===== config.mk =====
export PLATFORM = sky130hd
export DESIGN_NAME = pc_sequencer
export DESIGN_NICKNAME = d
export VERILOG_FILES = /design/src/rtl/pc_sequencer.sv
export SDC_FILE = /design/constraint.sdc
export NUM_CORES = 1
export LEC_CHECK = 0
export ABC_AREA = 1
export CORE_MARGIN = 4
export CORE_UTILIZATION = 39
export DETAILED_ROUTE_END_ITERATION = 8
export GPL_ROUTABILITY_DRIVEN = 0
export PLACE_DENSITY_LB_ADDON = 0.05
export SKIP_CTS_REPAIR_TIMING = 1
export SYNTH_ARGS = -nofsm -noshare
export SYNTH_HDL_FRONTEND = slang
export SYNTH_SLANG_ARGS = --single-unit

===== constraint.sdc =====
create_clock -name clk -period 1.8 [get_ports clk]
set_input_delay 0.36 -clock clk [delete_from_list [all_inputs] [get_ports clk]]
set_output_delay 0.36 -clock clk [all_outputs]
set_load 0.03 [all_outputs]

===== src/rtl/pc_sequencer.sv =====
// pc_sequencer: PC/pipeline hazard and redirect controller for the 5-stage core.
// Define HAZARD_PERF_EN to add stall/redirect/load-use performance counters.
module pc_sequencer #(
  parameter int ADDRESS_WIDTH = 32,
  parameter int REG_ADDR_WIDTH = 5,
  parameter logic [ADDRESS_WIDTH-1:0] RESET_VECTOR = 32'hBFC00000,
  parameter int CNT_WIDTH = 32
) (
  input  logic                      clk,
  input  logic                      rst,
  input  logic                      trigger,
  input  logic [REG_ADDR_WIDTH-1:0] id_rs1,
  input  logic [REG_ADDR_WIDTH-1:0] id_rs2,
  input  logic [REG_ADDR_WIDTH-1:0] ex_rd,
  input  logic                      ex_mem_read,
  input  logic                      ex_redirect,
  input  logic [ADDRESS_WIDTH-1:0]  ex_target,
  input  logic                      imem_stall,
  input  logic                      dmem_stall,
  output logic                      pc_stall,
  output logic                      pc_branch,
  output logic [ADDRESS_WIDTH-1:0]  pc_target,
  output logic                      if_id_stall,
  output logic                      if_id_flush,
  output logic                      id_ex_stall,
  output logic                      id_ex_flush,
  output logic                      ex_mem_stall,
  output logic [1:0]                seq_state
`ifdef HAZARD_PERF_EN
  ,
  output logic [CNT_WIDTH-1:0]      perf_stall_cycles,
  output logic [CNT_WIDTH-1:0]      perf_redirects,
  output logic [CNT_WIDTH-1:0]      perf_loaduse
`endif
);
  typedef enum logic [1:0] {IDLE, RUN, FETCH_WAIT, REDIRECT_HELD} state_e;
  state_e state_q, state_d;
  logic [ADDRESS_WIDTH-1:0] held_q, held_d;
  logic use_ex, load_use;
  assign load_use = ex_mem_read && ex_rd != '0 && (ex_rd == id_rs1 || ex_rd == id_rs2);
  assign pc_target = use_ex ? ex_target : held_q;
  assign seq_state = state_q;
  always_ff @(posedge clk) begin
    if (rst) begin
      state_q <= IDLE;
      held_q  <= RESET_VECTOR;
    end else begin
      state_q <= state_d;
      held_q  <= held_d;
    end
  end
  always_comb begin
    state_d = state_q;
    held_d = held_q;
    use_ex = 1'b0;
    pc_stall = 1'b0;
    pc_branch = 1'b0;
    if_id_stall = 1'b0;
    if_id_flush = 1'b0;
    id_ex_stall = 1'b0;
    id_ex_flush = 1'b0;
    ex_mem_stall = 1'b0;
    if (!trigger || state_q == IDLE) begin
      pc_stall = 1'b1;
      if_id_flush = 1'b1;
      id_ex_flush = 1'b1;
      state_d = trigger ? RUN : IDLE;
    end else if (dmem_stall) begin
      pc_stall = 1'b1;
      if_id_stall = 1'b1;
      id_ex_stall = 1'b1;
      ex_mem_stall = 1'b1;
    end else if (ex_redirect) begin
      if_id_flush = 1'b1;
      id_ex_flush = 1'b1;
      pc_stall = imem_stall;
      pc_branch = !imem_stall;
      use_ex = !imem_stall;
      held_d = imem_stall ? ex_target : held_q;
      state_d = imem_stall ? REDIRECT_HELD : RUN;
    end else if (state_q == REDIRECT_HELD) begin
      // held redirect is released the first cycle the fetch completes
      if_id_flush = 1'b1;
      pc_stall = imem_stall;
      pc_branch = !imem_stall;
      state_d = imem_stall ? REDIRECT_HELD : RUN;
    end else if (load_use) begin
      pc_stall = 1'b1;
      if_id_stall = 1'b1;
      id_ex_flush = 1'b1;
      state_d = imem_stall ? FETCH_WAIT : RUN;
    end else begin
      pc_stall = imem_stall;
      if_id_flush = imem_stall;
      state_d = imem_stall ? FETCH_WAIT : RUN;
    end
  end
`ifdef HAZARD_PERF_EN
  // if_id_stall together with id_ex_flush only occurs for a load-use bubble
  always_ff @(posedge clk) begin
    if (rst) begin
      perf_stall_cycles <= '0;
      perf_redirects    <= '0;
      perf_loaduse      <= '0;
    end else begin
      perf_stall_cycles <= perf_stall_cycles + CNT_WIDTH'(pc_stall && trigger);
      perf_redirects    <= perf_redirects + CNT_WIDTH'(pc_branch);
      perf_loaduse      <= perf_loaduse + CNT_WIDTH'(if_id_stall && id_ex_flush);
    end
  end
`endif
endmodule


==> impl_metrics.prom, run 1 <==
# TYPE chip_impl_metric gauge
chip_impl_info{name="grt-busiest-layer",value="met2"} 1
chip_impl_metric{name="power.clock.fraction",unit="%"} 32.3
chip_impl_metric{name="rows",unit=""} 25
chip_impl_metric{name="portBuffers",unit=""} 94
chip_impl_metric{name="dr.first_iter.drc_count",unit=""} 77
chip_impl_metric{name="achievable-frequency",unit="MHz"} 510
chip_impl_metric{name="timing.final.hold_violations",unit=""} 0
chip_impl_metric{name="num_vias",unit=""} 2307
chip_impl_metric{name="critical_path_arrival",unit="ns"} 1.60
chip_impl_info{name="cts-root-buf",value="sky130_fd_sc_hd__clkbuf_8"} 1
chip_impl_metric{name="setup_viol_count_final",unit=""} 36
chip_impl_metric{name="clock_tree.buffer_depth",unit=""} 2
chip_impl_metric{name="syn-mean-instance-area",unit="um2"} 6.50
chip_impl_metric{name="initial_core_utilization",unit="%"} 40.1
chip_impl_info{name="outcome",value="finished with violations"} 1
chip_impl_metric{name="grt_use_total",unit="%"} 16.8
chip_impl_metric{name="finalCriticalPeriod",unit="ns"} 1.96
chip_impl_metric{name="detailedPlacementHpwl",unit="um"} 3740
chip_impl_info{name="worst_setup_path_end_kind",value="primary output"} 1
chip_impl_metric{name="worst_pin_slew",unit="ns"} 0.311
chip_impl_metric{name="die_h",unit="um"} 77.6
chip_impl_metric{name="wl",unit="um"} 6430
chip_impl_metric{name="use_met1",unit="%"} 19.3
chip_impl_metric{name="synthCells",unit=""} 291
chip_impl_metric{name="ios",unit=""} 95
chip_impl_metric{name="floorplan.die.width",unit="um"} 77.6
chip_impl_metric{name="syn2layout_area_growth",unit="%"} 102
chip_impl_metric{name="postSynthNetCount",unit=""} 345
chip_impl_metric{name="grt_use_met3",unit="%"} 6.96
chip_impl_metric{name="floorplan.die_area",unit="mm2"} 0.00603
chip_impl_metric{name="timing.final.crit_share",unit="%"} 109
chip_impl_metric{name="drive_gt1_share",unit="%"} 38.8
chip_impl_metric{name="clock-sinks",unit=""} 34
chip_impl_metric{name="drt_first_pass_iters",unit=""} 4
chip_impl_info{name="netlist_top_cells_area",value="sky130_fd_sc_hd__dfxtp_1 36%, sky130_fd_sc_hd__o21ai_1 15%, sky130_fd_sc_hd__nand2_1 14%"} 1
chip_impl_info{name="worstHoldPathType",value="reg2reg"} 1
chip_impl_metric{name="cts.clk_slew.worst_paths",unit="ns"} 0.06
chip_impl_metric{name="drtAntennaViolNets",unit=""} 0
chip_impl_metric{name="required",unit="ns"} 1.44
chip_impl_metric{name="peak_fanout_along_the_critical_path",unit=""} 6
chip_impl_info{name="crit_type",value="reg2out"} 1
chip_impl_info{name="startpoint_type",value="register"} 1
chip_impl_metric{name="max_cap_violations",unit=""} 0
chip_impl_metric{name="post-route-util",unit="%"} 80.7
chip_impl_metric{name="final_max_slew_viol_count",unit=""} 0
chip_impl_metric{name="internal_power",unit="W"} 0.00129
chip_impl_metric{name="grt_start_max_net_pins",unit=""} 45
chip_impl_metric{name="first_global_vias",unit=""} 1911
chip_impl_metric{name="cts_max_level",unit=""} 2
chip_impl_metric{name="routed_wire_length_per_instance",unit="um"} 13.6
chip_impl_metric{name="synth_top_cell_area_share",unit="%"} 36.0
chip_impl_metric{name="synthesis.area",unit="mm2"} 0.00189
chip_impl_metric{name="detail_route.drc_violations",unit=""} 0
chip_impl_metric{name="slew-limit-headroom",unit="%"} 79.2
chip_impl_info{name="most_common_library_cell_in_the_layout_ignoring_fill_and_taps",value="sky130_fd_sc_hd__inv_1"} 1
chip_impl_metric{name="gr-usage-met2",unit="%"} 27.8
chip_impl_metric{name="ant_diodes",unit=""} 0
chip_impl_metric{name="fin_nets",unit=""} 458
chip_impl_metric{name="setup_slack",unit="ns"} -0.161
chip_impl_metric{name="combinational_power_share",unit="%"} 24.8
chip_impl_metric{name="clock_insertion_delay_worst_skew",unit="ns"} 0.29
chip_impl_info{name="cts_tree",value="built"} 1
chip_impl_metric{name="grt_pass1_wl",unit="um"} 8270
chip_impl_metric{name="switching_power",unit="W"} 0.000508
chip_impl_metric{name="grt_antenna_before_repair",unit=""} 0
chip_impl_metric{name="placement.setup.worst_slack",unit="ns"} -0.305
chip_impl_metric{name="peakVddDrop",unit="mV"} 0.460
chip_impl_metric{name="grt.overflow.total",unit=""} 0
chip_impl_info{name="grt_setup_unrepaired",value="true"} 1
chip_impl_metric{name="standard_cell_core_area",unit="mm2"} 0.00472
chip_impl_metric{name="via_per_inst",unit=""} 4.89
chip_impl_metric{name="power.share.sequential",unit="%"} 43.0
chip_impl_metric{name="yosys_warnings",unit=""} 0
chip_impl_metric{name="ys_seq_elements",unit=""} 34
chip_impl_info{name="yosys.area.top_type",value="sky130_fd_sc_hd__dfxtp_1"} 1
chip_impl_metric{name="finClkSkew",unit="ns"} 0.00504
chip_impl_info{name="commonest_cells_after_routing_fill_and_taps_aside",value="45 x sky130_fd_sc_hd__inv_1, 39 x sky130_fd_sc_hd__nand2_1, 37 x sky130_fd_sc_hd__buf_6"} 1
chip_impl_metric{name="seq_area_frac_synth",unit="%"} 36.0
chip_impl_info{name="violations",value="negative setup slack"} 1
chip_impl_metric{name="cts_buffers",unit=""} 5
chip_impl_metric{name="power-per-cell-area",unit="mW/mm2"} 473
chip_impl_metric{name="synth.distinct_cells",unit=""} 24
chip_impl_metric{name="power_switching_share",unit="%"} 28.2
chip_impl_metric{name="leakagePower",unit="nW"} 1.94
==> registers in the layout, summed over array words and instances (netlist names) <==
register and cells:
held_q 32, seq_state 2
==> Yosys cell counts <==
master and number:
sky130_fd_sc_hd__inv_2 6, sky130_fd_sc_hd__nand4_1 2, sky130_fd_sc_hd__dfxtp_1 34, sky130_fd_sc_hd__inv_4 1
sky130_fd_sc_hd__buf_4 1, sky130_fd_sc_hd__inv_1 47, sky130_fd_sc_hd__clkbuf_1 3, sky130_fd_sc_hd__nor3_1 1
sky130_fd_sc_hd__nand4_2 1, sky130_fd_sc_hd__o21ai_0 2, sky130_fd_sc_hd__nand3_1 5, sky130_fd_sc_hd__buf_6 2
sky130_fd_sc_hd__a21oi_1 28, sky130_fd_sc_hd__o211ai_1 9, sky130_fd_sc_hd__buf_2 9, sky130_fd_sc_hd__nor2_8 1
sky130_fd_sc_hd__o21ai_1 55, sky130_fd_sc_hd__nand4_4 1, sky130_fd_sc_hd__nor4_1 1, sky130_fd_sc_hd__xnor2_1 2
sky130_fd_sc_hd__o21bai_1 1, sky130_fd_sc_hd__nor2_1 9, sky130_fd_sc_hd__nand2_1 69, sky130_fd_sc_hd__nor2_2 1
==> power by group through the flow <==
| stage | clock network (W) | registers (W) | logic, W |
|---|---|---|---|
| after floorplan | 0 | 0.000792 | 0.000166 |
| after global placement | 0 | 0.000790 | 0.000368 |
| after detailed placement | 0 | 0.000790 | 0.000369 |
| after CTS | 0.000593 | 0.000773 | 0.000371 |
| after global routing | 0.000637 | 0.000775 | 0.000480 |
| final | 0.000582 | 0.000774 | 0.000446 |
==> logic make-up (layout without fill, tap and decap cells) <==
group                  count (synthesis)  in the layout  synth area share (%)
AND/OR/NAND/NOR                       91             91                  21.2
buffers and inverters                 69            183                  15.4
flip-flops                            34             34                  36.0
AO/OA/AOI/OAI                         95             95                  26.5
XOR/XNOR                               2              2                 0.926
==> area by class of cell <==
| class | instances | area (um2) |
|---|---|---|
| clock buffer | 7 | 86.3 |
| clock inverter | 1 | 5.00 |
| fill | 308 | 911 |
| inverter | 54 | 208 |
| multi-input combinational | 188 | 1340 |
| sequential | 34 | 688 |
| tap | 67 | 83.8 |
| timing repair buffer | 121 | 1400 |
==> metrics by stage <==
step | hold slack [ns] | instance area (um2) | setup TNS [ns] | cells | total power (W)
floorplan | 0.422 | 1920 | -1.90 | 291 | 0.000958
global placement | 0.457 | 2910 | -9.43 | 452 | 0.00116
detailed placement | 0.463 | 2910 | -9.12 | 452 | 0.00116
CTS | 0.479 | 3000 | -9.42 | 460 | 0.00174
global route | 0.525 | 3810 | -6.32 | 472 | 0.00189
finish | 0.499 | 3810 | -4.35 | 472 | 0.00180
==> critical path, cell delays in order (launching register included) <==
cell and delay [ns]:
sky130_fd_sc_hd__dfxtp_4 0.38, sky130_fd_sc_hd__nor2_4 0.06, sky130_fd_sc_hd__nor2_8 0.11, sky130_fd_sc_hd__nand4_4 0.12
sky130_fd_sc_hd__buf_12 0.18, sky130_fd_sc_hd__clkbuf_16 0.16, sky130_fd_sc_hd__o21ai_4 0.15, sky130_fd_sc_hd__buf_6 0.15
==> layer usage <==
metal / up-vias / share of wire, %
met1: 1067 / 40
met5: - / 0
met4: 0 / 1.8
li1: 1163 / -
met2: 66 / 51
met3: 11 / 6.7
==> final timing paths <==
path,depth (start not counted),slack [ns],start,endpoint
setup / recovery,7,-0.16,seq_state[1],pc_target[10]
setup reg to reg,8,0.40,seq_state[1],held_q[14]
hold reg to reg,2,0.50,held_q[27],held_q[27]
hold / removal,2,0.50,held_q[27],held_q[27]
No activity file was read; power rests on OpenSTA's default activity.
==> inputs of run 2 (changes only) <==
SETUP_SLACK_MARGIN = 0.3   (was unset)
==> run 2 against run 1 <==
  * The run still ends with negative setup slack left
  * Via count increased by 6.5%
  * Power increased by 4.9%
  * Die area unchanged
  * Utilization increased by 8.0 points
  * Count of clock-buffer cells in the layout decreased by 1
  * Final area increased by 9.9%
  * Sequential cell count unchanged
  * Non-clock buffer count increased by 6
  * Critical endpoint is now pc_target[11]
  * Largest power group unchanged
==> impl_metrics.prom, run 2 (synthesis gave the netlist of run 1 again) <==
# TYPE chip_impl_metric gauge
chip_impl_metric{name="finalCriticalPeriod",unit="ns"} 1.98
chip_impl_metric{name="totalPowerFinal",unit="W"} 0.00189
chip_impl_info{name="cp-startpoint",value="seq_state[0]"} 1
chip_impl_metric{name="achievable-frequency",unit="MHz"} 506
chip_impl_metric{name="clock_tree.buffer_depth",unit=""} 2
chip_impl_metric{name="grt_use_total",unit="%"} 18.2
chip_impl_metric{name="drive_gt1_share",unit="%"} 49.9
chip_impl_metric{name="cp.depth",unit=""} 8
chip_impl_metric{name="critical_path_arrival",unit="ns"} 1.62
chip_impl_info{name="commonest_cells_after_routing_fill_and_taps_aside",value="45 x sky130_fd_sc_hd__inv_1, 43 x sky130_fd_sc_hd__buf_6, 34 x sky130_fd_sc_hd__clkdlybuf4s50_1"} 1
chip_impl_metric{name="wl",unit="um"} 7760
chip_impl_metric{name="worst-r2r-cell-count",unit=""} 10
chip_impl_metric{name="routed_wire_length_per_instance",unit="um"} 16.2
chip_impl_metric{name="max_cap_violations",unit=""} 0
chip_impl_metric{name="instances_no_fill",unit=""} 478
chip_impl_metric{name="timing.final.hold_violations",unit=""} 0
chip_impl_metric{name="fin_nets",unit=""} 464
chip_impl_metric{name="drtAntennaViolNets",unit=""} 0
chip_impl_metric{name="die_h",unit="um"} 77.6
chip_impl_info{name="critical_path.most_common_cell",value="sky130_fd_sc_hd__clkbuf_16"} 1
chip_impl_metric{name="dp_area",unit="mm2"} 0.00333
chip_impl_metric{name="number_of_flip_flops_under_the_largest_register_name",unit=""} 32
chip_impl_info{name="worst_r2r_endpoint",value="held_q[1]"} 1
chip_impl_metric{name="initial_core_utilization",unit="%"} 40.1
chip_impl_metric{name="floorplan.die_area",unit="mm2"} 0.00603
chip_impl_metric{name="syn2layout_area_growth",unit="%"} 121
chip_impl_metric{name="grt_pass1_wl",unit="um"} 9190
chip_impl_metric{name="dr.first_iter.drc_count",unit=""} 119
chip_impl_metric{name="cts_buffers",unit=""} 5
chip_impl_info{name="cp-endpoint",value="pc_target[11]"} 1
chip_impl_metric{name="grt.overflow.total",unit=""} 0
chip_impl_metric{name="worst_pin_slew",unit="ns"} 0.320
chip_impl_info{name="cp_slowest_cell",value="sky130_fd_sc_hd__dfxtp_4"} 1
chip_impl_info{name="cts_tree",value="built"} 1
chip_impl_metric{name="critPathBufInv",unit=""} 3
chip_impl_info{name="crit_type",value="reg2out"} 1
chip_impl_metric{name="ios",unit=""} 95
chip_impl_metric{name="setup.reg_to_reg.worst_slack",unit="ns"} 0.15
chip_impl_metric{name="worst_path_largest_cell_delay",unit="ns"} 0.39
chip_impl_metric{name="setup_viol_count_final",unit=""} 36
chip_impl_metric{name="cts_max_level",unit=""} 2
chip_impl_metric{name="clock_insertion_delay_worst_skew",unit="ns"} 0.29
chip_impl_metric{name="peakVddDrop",unit="mV"} 0.505
chip_impl_metric{name="rows",unit=""} 25
chip_impl_metric{name="required",unit="ns"} 1.44
chip_impl_metric{name="drt_first_pass_iters",unit=""} 5
chip_impl_info{name="worst_setup_path_end_kind",value="primary output"} 1
chip_impl_info{name="cp_cell_sequence",value="nor2_4, nor2_8, nand4_4, clkbuf_16, clkbuf_16, nand2_4, o21ai_4, buf_6"} 1
chip_impl_metric{name="slew-limit-headroom",unit="%"} 78.6
chip_impl_metric{name="num_vias",unit=""} 2458
chip_impl_metric{name="hold_slack",unit="ns"} 0.498
chip_impl_metric{name="grt_use_met3",unit="%"} 4.99
chip_impl_metric{name="power-per-cell-area",unit="mW/mm2"} 451
chip_impl_metric{name="portBuffers",unit=""} 94
chip_impl_metric{name="standard_cell_core_area",unit="mm2"} 0.00472
chip_impl_metric{name="grt_antenna_before_repair",unit=""} 0
chip_impl_metric{name="leakagePower",unit="nW"} 2.03
chip_impl_metric{name="final_max_slew_viol_count",unit=""} 0
chip_impl_metric{name="detailedPlacementHpwl",unit="um"} 4110
chip_impl_info{name="top_register_by_number_of_flip_flops",value="held_q"} 1
chip_impl_metric{name="cts.clk_slew.worst_paths",unit="ns"} 0.07
chip_impl_metric{name="clock-sinks",unit=""} 34
chip_impl_info{name="critical-path-top-delay-family",value="buffers and inverters"} 1
chip_impl_metric{name="placedCellCount",unit=""} 455
chip_impl_metric{name="first_global_vias",unit=""} 2143
chip_impl_metric{name="grt_start_max_net_pins",unit=""} 33
chip_impl_info{name="grt_setup_unrepaired",value="true"} 1
chip_impl_info{name="reg2reg_from",value="seq_state[0]"} 1
chip_impl_metric{name="setup_slack",unit="ns"} -0.178
chip_impl_metric{name="via_per_inst",unit=""} 5.14
chip_impl_metric{name="floorplan.die.width",unit="um"} 77.6
chip_impl_info{name="most_common_library_cell_in_the_layout_ignoring_fill_and_taps",value="sky130_fd_sc_hd__inv_1"} 1
chip_impl_metric{name="gr-usage-met2",unit="%"} 32.9
chip_impl_info{name="cts-root-buf",value="sky130_fd_sc_hd__clkbuf_8"} 1
chip_impl_metric{name="peak_fanout_along_the_critical_path",unit=""} 7
chip_impl_metric{name="layout.cell_area.non_filler",unit="mm2"} 0.00419
chip_impl_metric{name="use_met1",unit="%"} 21.2
chip_impl_info{name="violations",value="negative setup slack"} 1
chip_impl_info{name="startpoint_type",value="register"} 1
chip_impl_info{name="outcome",value="finished with violations"} 1
chip_impl_metric{name="ant_diodes",unit=""} 0
chip_impl_info{name="worstHoldPathType",value="reg2reg"} 1
chip_impl_metric{name="placement.setup.worst_slack",unit="ns"} -0.307
chip_impl_metric{name="timing.final.crit_share",unit="%"} 110
chip_impl_metric{name="finClkSkew",unit="ns"} 0.00495
chip_impl_metric{name="detail_route.drc_violations",unit=""} 0
chip_impl_info{name="grt-busiest-layer",value="met2"} 1
chip_impl_metric{name="filler_cell_count",unit=""} 226
## run 2: cell count changes in the layout (fill, tap and decap cells not counted), sizes merged
cell and delta:
dlymetal6s2s -3, clkbuf +7, buf +3, inv +1
clkdlybuf4s50 -2
## run 2: worst min path at each step
stage | startpoint | slack, ns | endpoint | cells past startpoint
6_report | held_q[27] | 0.50 | held_q[27] | 2
3_3_place_gp | held_q[24] | 0.46 | held_q[24] | 2
3_5_place_dp | held_q[29] | 0.46 | held_q[29] | 2
5_1_grt | held_q[13] | 0.53 | held_q[13] | 2
2_1_floorplan | rst | 0.42 | seq_state[1] | 1
4_1_cts | held_q[22] | 0.48 | held_q[22] | 2
## run 2: layer usage
metal	wire length, um	vias to the layer above
met2	4140	89
li1	-	1183
met3	479	18
met1	3010	1168
met4	129	0
met5	0	-
## run 2: where the power goes
| part | internal, W | switching [W] |
|---|---|---|
| Clock | 0.000309 | 0.000303 |
| Sequential | 0.000763 | 0.0000144 |
| Combinational | 0.000242 | 0.000259 |
## run 2: final cells by class
cell class | instances | area (um2) | area share (%)
Multi-Input combinational cell | 188 | 1580 | 37.8
Tap cell | 67 | 83.8 | 2.00
Clock buffer | 6 | 82.6 | 1.97
Inverter | 54 | 220 | 5.26
Clock inverter | 2 | 11.3 | 0.269
Timing Repair Buffer | 127 | 1520 | 36.3
Sequential cell | 34 | 688 | 16.4
## run 2: per-stage QoR
stage	TNS, ns	utilization (%)
after floorplan	0	-
after global placement	-9.88	70.5
after detailed placement	-10.44	70.5
after CTS	-10.58	72.5
after global routing	-6.56	88.7
final	-5.25	88.7
## run 2: worst min-delay path, stage by stage, from the launching register on
cell and delay (ns):
sky130_fd_sc_hd__dfxtp_1 0.32, sky130_fd_sc_hd__nand2_1 0.06, sky130_fd_sc_hd__o211ai_1 0.07
==> inputs of run 3 (changes only) <==
CTS_CLUSTER_SIZE = 20   (was unset)
==> results of run 3 <==
Same layout as run 2: the final DEF is identical, and so are final timing and power.
